===== config.mk =====
export PLATFORM = sky130hd
export DESIGN_NAME = gpio_shift_out
export DESIGN_NICKNAME = d
export VERILOG_FILES = /design/src/rtl/gpio_shift_out.sv
export SDC_FILE = /design/constraint.sdc
export NUM_CORES = 1
export LEC_CHECK = 0
export ABC_AREA = 1
export CAP_MARGIN = 20
export CORE_UTILIZATION = 44
export CTS_CLUSTER_DIAMETER = 60
export DETAILED_ROUTE_END_ITERATION = 10
export PLACE_DENSITY = 0.64
export SLEW_MARGIN = 20
export SYNTH_ARGS = -nofsm -noshare
export SYNTH_HDL_FRONTEND = slang
export SYNTH_SLANG_ARGS = --single-unit

===== constraint.sdc =====
create_clock -name clk -period 1.75 [get_ports clk]
set_input_delay 0.35 -clock clk [delete_from_list [all_inputs] [get_ports clk]]
set_output_delay 0.35 -clock clk [all_outputs]
set_load 0.01 [all_outputs]

===== src/rtl/gpio_shift_out.sv =====
// Serialises GPIO output bytes MSB-first into a 74HC595-style shift/storage register.
// Define GPIO_SHIFT_OUT_FIFO_EN for a 4-entry byte FIFO; otherwise a single latest-wins holding register.
module gpio_shift_out #(
  parameter int unsigned CLK_DIV = 4
) (
  input  logic       clk,
  input  logic       n_rst,
  input  logic [7:0] data_in,
  input  logic       data_update,
  output logic       sclk,
  output logic       sdo,
  output logic       latch,
  output logic       busy,
  output logic       overflow
);

  localparam int unsigned DW    = 8;
  localparam int unsigned DIV_W = 8;
  localparam int unsigned BIT_W = 3;
  localparam logic [DIV_W-1:0] DIV_LAST = DIV_W'(CLK_DIV - 1);

  typedef enum logic [1:0] {
    IDLE  = 2'd0,
    SHIFT = 2'd1,
    LATCH = 2'd2
  } state_t;

  state_t            state_q, state_d;
  logic [DIV_W-1:0]  div_q, div_d;
  logic [BIT_W-1:0]  bit_q, bit_d;
  logic [DW-1:0]     shift_q, shift_d;
  logic              sclk_q, sclk_d;
  logic              sdo_q, sdo_d;
  logic              latch_q, latch_d;
  logic              busy_q, busy_d;
  logic              overflow_q, overflow_d;

  logic              pop;
  logic              buf_valid;
  logic              buf_valid_next;
  logic [DW-1:0]     buf_head;
  logic              buf_ovf;

  // The shifter only ever takes the head byte from IDLE, so a pop is IDLE with data pending.
  assign pop = (state_q == IDLE) && buf_valid;

`ifdef GPIO_SHIFT_OUT_FIFO_EN
  localparam int unsigned DEPTH = 4;
  localparam int unsigned PTR_W = 2;
  localparam int unsigned CNT_W = 3;

  logic [DW-1:0]    mem_q [DEPTH];
  logic [DW-1:0]    mem_d [DEPTH];
  logic [PTR_W-1:0] wr_q, wr_d;
  logic [PTR_W-1:0] rd_q, rd_d;
  logic [CNT_W-1:0] cnt_q, cnt_d;
  logic             push;

  // A concurrent pop frees the slot, so a push into a full FIFO is still accepted then.
  always_comb begin
    mem_d = mem_q;
    wr_d  = wr_q;
    rd_d  = rd_q;
    push  = data_update && ((cnt_q != CNT_W'(DEPTH)) || pop);
    if (push) begin
      mem_d[wr_q] = data_in;
      wr_d        = wr_q + PTR_W'(1);
    end
    if (pop) begin
      rd_d = rd_q + PTR_W'(1);
    end
    cnt_d = cnt_q + CNT_W'(push) - CNT_W'(pop);
  end

  assign buf_valid      = (cnt_q != '0);
  assign buf_valid_next = (cnt_d != '0);
  assign buf_head       = mem_q[rd_q];
  assign buf_ovf        = data_update && !push;

  always_ff @(posedge clk) begin
    if (!n_rst) begin
      for (int i = 0; i < int'(DEPTH); i++) begin
        mem_q[i] <= '0;
      end
      wr_q  <= '0;
      rd_q  <= '0;
      cnt_q <= '0;
    end else begin
      mem_q <= mem_d;
      wr_q  <= wr_d;
      rd_q  <= rd_d;
      cnt_q <= cnt_d;
    end
  end
`else
  logic [DW-1:0] hold_q, hold_d;
  logic          valid_q, valid_d;

  // Latest update wins; overwriting an unconsumed byte is reported as overflow.
  always_comb begin
    hold_d  = hold_q;
    valid_d = valid_q;
    buf_ovf = 1'b0;
    if (pop) begin
      valid_d = 1'b0;
    end
    if (data_update) begin
      hold_d  = data_in;
      valid_d = 1'b1;
      buf_ovf = valid_q && !pop;
    end
  end

  assign buf_valid      = valid_q;
  assign buf_valid_next = valid_d;
  assign buf_head       = hold_q;

  always_ff @(posedge clk) begin
    if (!n_rst) begin
      hold_q  <= '0;
      valid_q <= 1'b0;
    end else begin
      hold_q  <= hold_d;
      valid_q <= valid_d;
    end
  end
`endif

  // Next-state and registered output logic; each half-period lasts CLK_DIV cycles.
  always_comb begin
    state_d    = state_q;
    div_d      = div_q;
    bit_d      = bit_q;
    shift_d    = shift_q;
    sclk_d     = sclk_q;
    sdo_d      = sdo_q;
    latch_d    = latch_q;
    case (state_q)
      IDLE: begin
        if (buf_valid) begin
          state_d = SHIFT;
          shift_d = buf_head;
          bit_d   = '0;
          div_d   = '0;
          sclk_d  = 1'b0;
          sdo_d   = buf_head[DW-1];
        end
      end
      SHIFT: begin
        if (div_q == DIV_LAST) begin
          div_d = '0;
          if (!sclk_q) begin
            sclk_d = 1'b1;
          end else begin
            sclk_d = 1'b0;
            if (bit_q == BIT_W'(7)) begin
              state_d = LATCH;
              bit_d   = '0;
              latch_d = 1'b1;
            end else begin
              bit_d   = bit_q + BIT_W'(1);
              shift_d = {shift_q[DW-2:0], shift_q[DW-1]};
              sdo_d   = shift_q[DW-2];
            end
          end
        end else begin
          div_d = div_q + DIV_W'(1);
        end
      end
      LATCH: begin
        if (div_q == DIV_LAST) begin
          div_d   = '0;
          latch_d = 1'b0;
          state_d = IDLE;
        end else begin
          div_d = div_q + DIV_W'(1);
        end
      end
      default: begin
        state_d = IDLE;
        sclk_d  = 1'b0;
        latch_d = 1'b0;
      end
    endcase
    busy_d     = (state_d != IDLE) || buf_valid_next;
    overflow_d = buf_ovf;
  end

  always_ff @(posedge clk) begin
    if (!n_rst) begin
      state_q    <= IDLE;
      div_q      <= '0;
      bit_q      <= '0;
      shift_q    <= '0;
      sclk_q     <= 1'b0;
      sdo_q      <= 1'b0;
      latch_q    <= 1'b0;
      busy_q     <= 1'b0;
      overflow_q <= 1'b0;
    end else begin
      state_q    <= state_d;
      div_q      <= div_d;
      bit_q      <= bit_d;
      shift_q    <= shift_d;
      sclk_q     <= sclk_d;
      sdo_q      <= sdo_d;
      latch_q    <= latch_d;
      busy_q     <= busy_d;
      overflow_q <= overflow_d;
    end
  end

  assign sclk     = sclk_q;
  assign sdo      = sdo_q;
  assign latch    = latch_q;
  assign busy     = busy_q;
  assign overflow = overflow_q;

endmodule


==> flow_metrics.env, run 1 <==
export IMPL_drc_errors=1
export IMPL_ant_nets=0
export IMPL_synth_seq_area_share_pct=40.4
export IMPL_synthArstFlopShare_pct=0
export IMPL_tightest_slew_ns=0.353
export IMPL_die_w_um=63.9
export IMPL_routed_wl_um=3080
export IMPL_worstPathCellList="inv_1, ha_1, nand2_2, nand2_1, a21oi_4, nand3_2, nor2_1, nor2_1"
export IMPL_ys_top_cells_by_count="nand2_1, nor2_1, dfxtp_1"
export IMPL_viasPerCell=4.67
export IMPL_r2r_slack_ns=0.17
export IMPL_critical_path_class="register to register"
export IMPL_finalNetCount=273
export IMPL_slew_viol_final=0
export IMPL_worstSetupStartpoint="state_q[0]$_SDFF_PN0_"
export IMPL_outcome="complete, but fails checks"
export IMPL_die_h_um=63.9
export IMPL_yosysMostFrequentCell="nand2_1"
export IMPL_clock_sinks=34
export IMPL_synthTopCellsByArea="dfxtp_1, nand2_1, nor2_1, inv_1, o21ai_0"
export IMPL_die_area_um2=4080
export IMPL_cts_root_buf="clkbuf_8"
export IMPL_yosysWarnings=0
export IMPL_preCtsSetupSlack_ns=0.146
export IMPL_synth_ff_type="dfxtp_1"
export IMPL_synth_top_cell_area_share_pct=40.4
export IMPL_power_density_nw_per_um2=878
export IMPL_synthToLayoutAreaGrowth_pct=16.6
export IMPL_cts_htree_levels=2
export IMPL_final_cells=303
export IMPL_ys_seq_elements=34
export IMPL_syn_num_nets=254
export IMPL_worst_ep_required_time_ns=1.93
export IMPL_r2r_cells=8
export IMPL_fmax_mhz=634
export IMPL_worst_path_max_fanout=8
export IMPL_ys_types=26
export IMPL_postCtsSetupBuffers=0
export IMPL_grt_overflow=0
export IMPL_insertion_delay_ns=0.28
export IMPL_stdcell_area_um2=1960
export IMPL_nFillCells=367
export IMPL_clock_path_buffers=2
export IMPL_ir_drop_mv=0.494
export IMPL_final_hold_violation_count=0
export IMPL_p_total_mw=1.72
export IMPL_place_congestion=0.844
export IMPL_fin_crit_sh_pct=90.2
export IMPL_synth_top_cell_by_area="dfxtp_1"
export IMPL_worstReg2RegStart="state_q[0]$_SDFF_PN0_"
export IMPL_critPathLaunchType="register"
export IMPL_hold_path_class="register to register"
export IMPL_ctsHoldBuffers=0
export IMPL_cpMaxStageDelayCell="dfxtp_2"
export IMPL_max_stage_delay_ns=0.37
export IMPL_final_util_pct=53.7
export IMPL_synth_avg_cell_area_um2=7.14
export IMPL_cts_clk_slew_worst_paths_ns=0.06
export IMPL_setup_ws_ns=0.172
export IMPL_grt_pass1_vias=1248
export IMPL_synth_edff_count=0
export IMPL_drive_gt1_share_pct=11.8
export IMPL_clock_skew_ns=0.00216
export IMPL_end_kind="register"
export IMPL_cts_inserted_buffers=5
export IMPL_fin_crit_ns=1.58
export IMPL_whs_ns=0.449
export IMPL_cts_tree="built"
export IMPL_placed_area_um2=1870
export IMPL_violations="design-rule violations"
export IMPL_cpMostUsedCell="nor2_1"
export IMPL_dr_first_iter_drc_count=53
export IMPL_r2r_end="shift_q[4]$_SDFFE_PN0P_"
export IMPL_drt_wirelength_per_cell_um=10.2
export IMPL_hpwl_um=2210
export IMPL_syn_inst=236
export IMPL_crit_end="shift_q[4]$_SDFFE_PN0P_"
export IMPL_dp_cells=295
export IMPL_grt_usage_pct=17.9
export IMPL_total_leakage_power_nw=0.854
export IMPL_grt_max_degree=20
export IMPL_maxCapViolCount=0
export IMPL_start_util_pct=46.0
export IMPL_rows=22
export IMPL_core_um2=3660
export IMPL_grt_pass1_wl_um=5600
export IMPL_grt_antenna_before_repair=0
export IMPL_setup_violations=0
export IMPL_vias=1416
export IMPL_io_pins=16
export IMPL_dr_pass1_iters=7
export IMPL_antenna_cells=0
export IMPL_max_slew_margin_pct=76.5
export IMPL_numPortBuffers=15
export IMPL_fin_setup_tns_ns=0
export IMPL_worstPathArrival_ns=1.76
export IMPL_rsz0062_at_grt="false"
export IMPL_syn_area_um2=1680
cell families (layout without fill, tap and decap cells):
logic type	after synthesis	after routing	synth area share, %
flip-flops	34	34	40.4
buffers and inverters	40	58	10.1
AND/OR/NAND/NOR	116	117	31.7
XOR/XNOR	1	1	0.520
AO/OA/AOI/OAI	38	38	12.0
adder cells (fa/ha/maj)	7	7	5.20
worst min path at each step:
stage	from	to	slack, ns	depth (start not counted)
after detailed placement	buf_head[6]$_SDFFE_PN0P_	buf_head[6]$_SDFFE_PN0P_	0.45	2
after global placement	buf_head[6]$_SDFFE_PN0P_	buf_head[6]$_SDFFE_PN0P_	0.44	2
after floorplan	buf_head[0]$_SDFFE_PN0P_	buf_head[0]$_SDFFE_PN0P_	0.43	2
after CTS	buf_head[6]$_SDFFE_PN0P_	buf_head[6]$_SDFFE_PN0P_	0.45	2
after global routing	buf_head[6]$_SDFFE_PN0P_	buf_head[6]$_SDFFE_PN0P_	0.48	2
final	buf_head[6]$_SDFFE_PN0P_	buf_head[6]$_SDFFE_PN0P_	0.45	2
area by class of cell:
cell class                      count  area (um^2)  share of cell area (%)
Sequential cell                    34          682                    34.7
Multi-Input combinational cell    163          850                    43.2
Inverter                           33          124                    6.31
Timing Repair Buffer               18          173                    8.79
Clock buffer                        7         76.3                    3.89
Tap cell                           48         60.1                    3.06
critical path: cells and delay by family, from the launching register on:
family,cells,cell delay [ns]
AND/OR/NAND/NOR,5,0.59
flip-flops,1,0.37
adder cells (fa/ha/maj),1,0.23
AO/OA/AOI/OAI,1,0.19
buffers and inverters,1,0.07
layer usage:
layer / GRT usage (%) / wire length, um / up-vias
met5: 0 / 0 / -
met4: 10.5 / 79 / 0
met3: 5.18 / 92 / 6
met2: 25.1 / 1280 / 19
met1: 24.0 / 1630 / 612
li1: - / - / 779
sequential cells by signal, summed over array words and instances (netlist names):
name	cells
buf_valid	1
latch	1
state_q	2
buf_head	8
sclk	1
bit_q	3
overflow	1
shift_q	8
div_q	8
busy	1
what timing repair did:
item / 4_1_cts / 5_1_grt
endpoints found under the hold margin: 0 / 0
resized for setup: 0 / 3
endpoints found under the setup margin: 0 / 10
layout by cell type, fill, tap and decap left out, types with 4 or more instances in the layout:
cell              n
dfxtp_1          33
o21ai_0          20
inv_2             4
inv_1            29
nor2_1           36
a21oi_1          13
clkdlybuf4s50_1  15
nand3_1          10
clkbuf_8          5
ha_1              7
nand2_2           7
nand2_1          46
where the power goes:
| group | leakage, nW | internal (mW) | switching (mW) |
|---|---|---|---|
| Clock | 0.0383 | 0.273 | 0.258 |
| Combinational | 0.536 | 0.137 | 0.188 |
| Sequential | 0.280 | 0.836 | 0.0320 |
| Total | 0.854 | 1.25 | 0.478 |
Power figures use the tool's default switching activity.
==> run 2: changes to the inputs <==
--- a/config.mk
+++ b/config.mk
@@ -5,7 +5,7 @@
 export SDC_FILE = /design/constraint.sdc
 export NUM_CORES = 1
 export LEC_CHECK = 0
-export ABC_AREA = 1
+export ABC_AREA = 0
 export CAP_MARGIN = 20
 export CORE_UTILIZATION = 44
 export CTS_CLUSTER_DIAMETER = 60
==> run 2 against run 1 <==
Compared with the run above:
- the flow now finishes without violations
- maximum frequency is 6.8% lower
- first-iteration DRC count decreased by 30%
- sequential share of layout area decreased by 0.77 points
- setup slack got worse by 0.11 ns
- synthesized area down 5.0%
- wire length up 3.6%
- hold slack better by 0.060 ns
- die area decreased by 4.8%
- synthesized cell count decreased by 30%
- sequential power down 2.6%
- clock skew grew 0.0078 ns
- final area increased by 3.6%
- largest cell class unchanged
==> flow_metrics.env, run 2 <==
export IMPL_grt_pass1_vias=1296
export IMPL_ys_types=36
export IMPL_die_area_um2=3880
export IMPL_outcome="finished clean"
export IMPL_drc_errors=0
export IMPL_total_leakage_power_nw=0.872
export IMPL_yosysMostFrequentCell="dfxtp_1"
export IMPL_layout_cells_most_common="dfxtp_1"
export IMPL_place_congestion=0.802
export IMPL_synth_edff_count=0
export IMPL_syn_area_um2=1600
export IMPL_drive_gt1_share_pct=22.3
export IMPL_viasPerCell=5.26
export IMPL_synthToLayoutAreaGrowth_pct=27.1
export IMPL_layout_common_cells="dfxtp_1, mux2i_1, buf_4"
export IMPL_nFillCells=303
export IMPL_yosysWarnings=0
export IMPL_routed_wl_um=3190
export IMPL_grt_antenna_before_repair=0
export IMPL_insertion_delay_ns=0.34
export IMPL_slew_viol_final=0
export IMPL_end_kind="register"
export IMPL_ys_seq_elements=34
export IMPL_numPortBuffers=15
export IMPL_rows=21
export IMPL_cts_root_buf="clkbuf_4"
export IMPL_die_w_um=62.3
export IMPL_die_h_um=62.3
export IMPL_grt_pass1_wl_um=5420
export IMPL_vias=1277
export IMPL_dr_first_iter_drc_count=37
export IMPL_cts_clk_slew_worst_paths_ns=0.10
export IMPL_worst_ep_required_time_ns=1.98
export IMPL_fin_crit_sh_pct=96.7
export IMPL_tightest_slew_ns=0.327
export IMPL_synthArstFlopShare_pct=0
export IMPL_io_pins=16
export IMPL_worst_path_max_fanout=8
export IMPL_fin_crit_ns=1.69
export IMPL_final_hold_violation_count=0
export IMPL_ys_top_cells_by_count="dfxtp_1, mux2i_1, nand2_1"
export IMPL_synth_ff_type="dfxtp_1"
export IMPL_r2r_slack_ns=0.06
export IMPL_cts_inserted_buffers=5
export IMPL_hold_depth=1
export IMPL_setup_ws_ns=0.0575
export IMPL_grt_max_degree=23
export IMPL_setup_violations=0
export IMPL_final_cells=243
export IMPL_synth_top_cell_by_area="dfxtp_1"
export IMPL_r2r_cells=5
export IMPL_syn_inst=166
export IMPL_worstReg2RegStart="div_q[0]$_SDFFE_PN0P_"
export IMPL_antenna_cells=0
export IMPL_core_um2=3420
export IMPL_worstPathArrival_ns=1.92
export IMPL_grt_overflow=0
export IMPL_clock_path_buffers=2
export IMPL_hold_path_end="shift_q[6]$_SDFFE_PN0P_"
export IMPL_start_util_pct=46.8
export IMPL_synth_avg_cell_area_um2=9.64
export IMPL_worst_hold_startpoint="shift_q[6]$_SDFFE_PN0P_"
export IMPL_power_density_nw_per_um2=821
export IMPL_finalNetCount=214
export IMPL_fin_setup_tns_ns=0
export IMPL_drt_wirelength_per_cell_um=13.1
export IMPL_cts_tree="built"
export IMPL_fmax_mhz=591
export IMPL_maxCapViolCount=0
export IMPL_ctsHoldBuffers=0
export IMPL_ant_nets=0
export IMPL_max_slew_margin_pct=78.0
export IMPL_dp_cells=231
export IMPL_rsz0062_at_grt="true"
export IMPL_ir_drop_mv=0.472
export IMPL_synthTopCellsByArea="dfxtp_1, mux2i_1, ha_1, o211a_1, nor2b_1"
export IMPL_grt_usage_pct=18.2
export IMPL_clock_skew_ns=0.00992
export IMPL_dr_pass1_iters=4
export IMPL_critPathLaunchType="register"
export IMPL_synth_seq_area_share_pct=42.5
export IMPL_clock_sinks=34
export IMPL_hold_path_class="register to register"
export IMPL_hpwl_um=2260
export IMPL_cts_htree_levels=2
export IMPL_preCtsSetupSlack_ns=-0.0174
export IMPL_critical_path_class="register to register"
export IMPL_synth_top_cell_area_share_pct=42.5
export IMPL_r2r_end="busy$_SDFF_PN0_"
export IMPL_syn_num_nets=184
[run 2: cell count changes after synthesis, sizes merged, moves of 5 or more]
cell,previous run,this run
mux2i,0,16
xor2,1,6
o21ai,23,8
a21oi,14,3
inv,33,3
nor2,37,12
nand2,55,15
o211a,0,8
nor2b,0,10
[run 2: cell type report]
class	instances	area (um^2)	area share [%]
Multi-Input combinational cell	120	910	44.7
Sequential cell	34	691	33.9
Timing Repair Buffer	32	290	14.3
Tap cell	46	57.6	2.83
Clock buffer	7	45.0	2.21
Clock inverter	1	30.0	1.48
Inverter	3	11.3	0.554
[run 2: stage by stage]
step | power, mW | hold slack, ns | cell area (um^2) | utilization [%]
CTS | 1.67 | 0.516 | 1980 | 58.1
global route | 1.77 | 0.541 | 2030 | 59.6
global placement | 1.11 | 0.465 | 1890 | 55.3
floorplan | 1.03 | 0.467 | 1630 | -
detailed placement | 1.12 | 0.490 | 1890 | 55.3
finish | 1.67 | 0.509 | 2030 | 59.6
[run 2: timing repair]
action                                  CTS  global route
pin swaps                                 0             3
setup buffers                             2             2
endpoints found under the setup margin    2            23
gates resized for setup                   1            12
[run 2: per-layer routing]
metal  wire [um]  share of wire, %  global-route usage (%)  vias to the layer above
met2        1600                50                    30.9                       32
met5           0                 0                       0                        -
met1        1420                44                    19.7                      598
met3         128               4.0                    6.62                        5
met4          46               1.4                    9.59                        0
li1            -                 -                       -                      642
[run 2: worst max-delay path by stage]
stage                                from                      end  slack, ns  cells after the start
CTS                 div_q[1]$_SDFFE_PN0P_          busy$_SDFF_PN0_      0.004                      5
floorplan           state_q[0]$_SDFF_PN0_  shift_q[6]$_SDFFE_PN0P_     -0.006                      9
finish              div_q[0]$_SDFFE_PN0P_          busy$_SDFF_PN0_       0.06                      5
global placement    div_q[1]$_SDFFE_PN0P_          busy$_SDFF_PN0_       0.08                      6
global route        div_q[0]$_SDFFE_PN0P_          busy$_SDFF_PN0_      -0.03                      5
detailed placement  div_q[1]$_SDFFE_PN0P_          busy$_SDFF_PN0_      -0.02                      6
[run 2: logic make-up after synthesis]
kind of cell             share of synthesized area, %
AO/OA/AOI/OAI                                    14.8
AND/OR/NAND/NOR                                  19.7
XOR/XNOR                                         3.83
adder cells (fa/ha/maj)                          5.47
flip-flops                                       42.5
buffers and inverters                            3.67
multiplexers                                     10.0
[run 2: power breakdown]
part | internal, mW | switching (mW) | total (mW)
Clock | 0.303 | 0.255 | 0.558
Combinational | 0.144 | 0.123 | 0.267
Sequential | 0.819 | 0.0259 | 0.845
Total | 1.27 | 0.404 | 1.67
[run 2: critical path, cell delays in order, from the launching register on]
cell,delay [ns]
dfxtp_2,0.36
ha_4,0.14
nor4b_4,0.25
nand2_2,0.19
o311a_1,0.35
or3_1,0.30
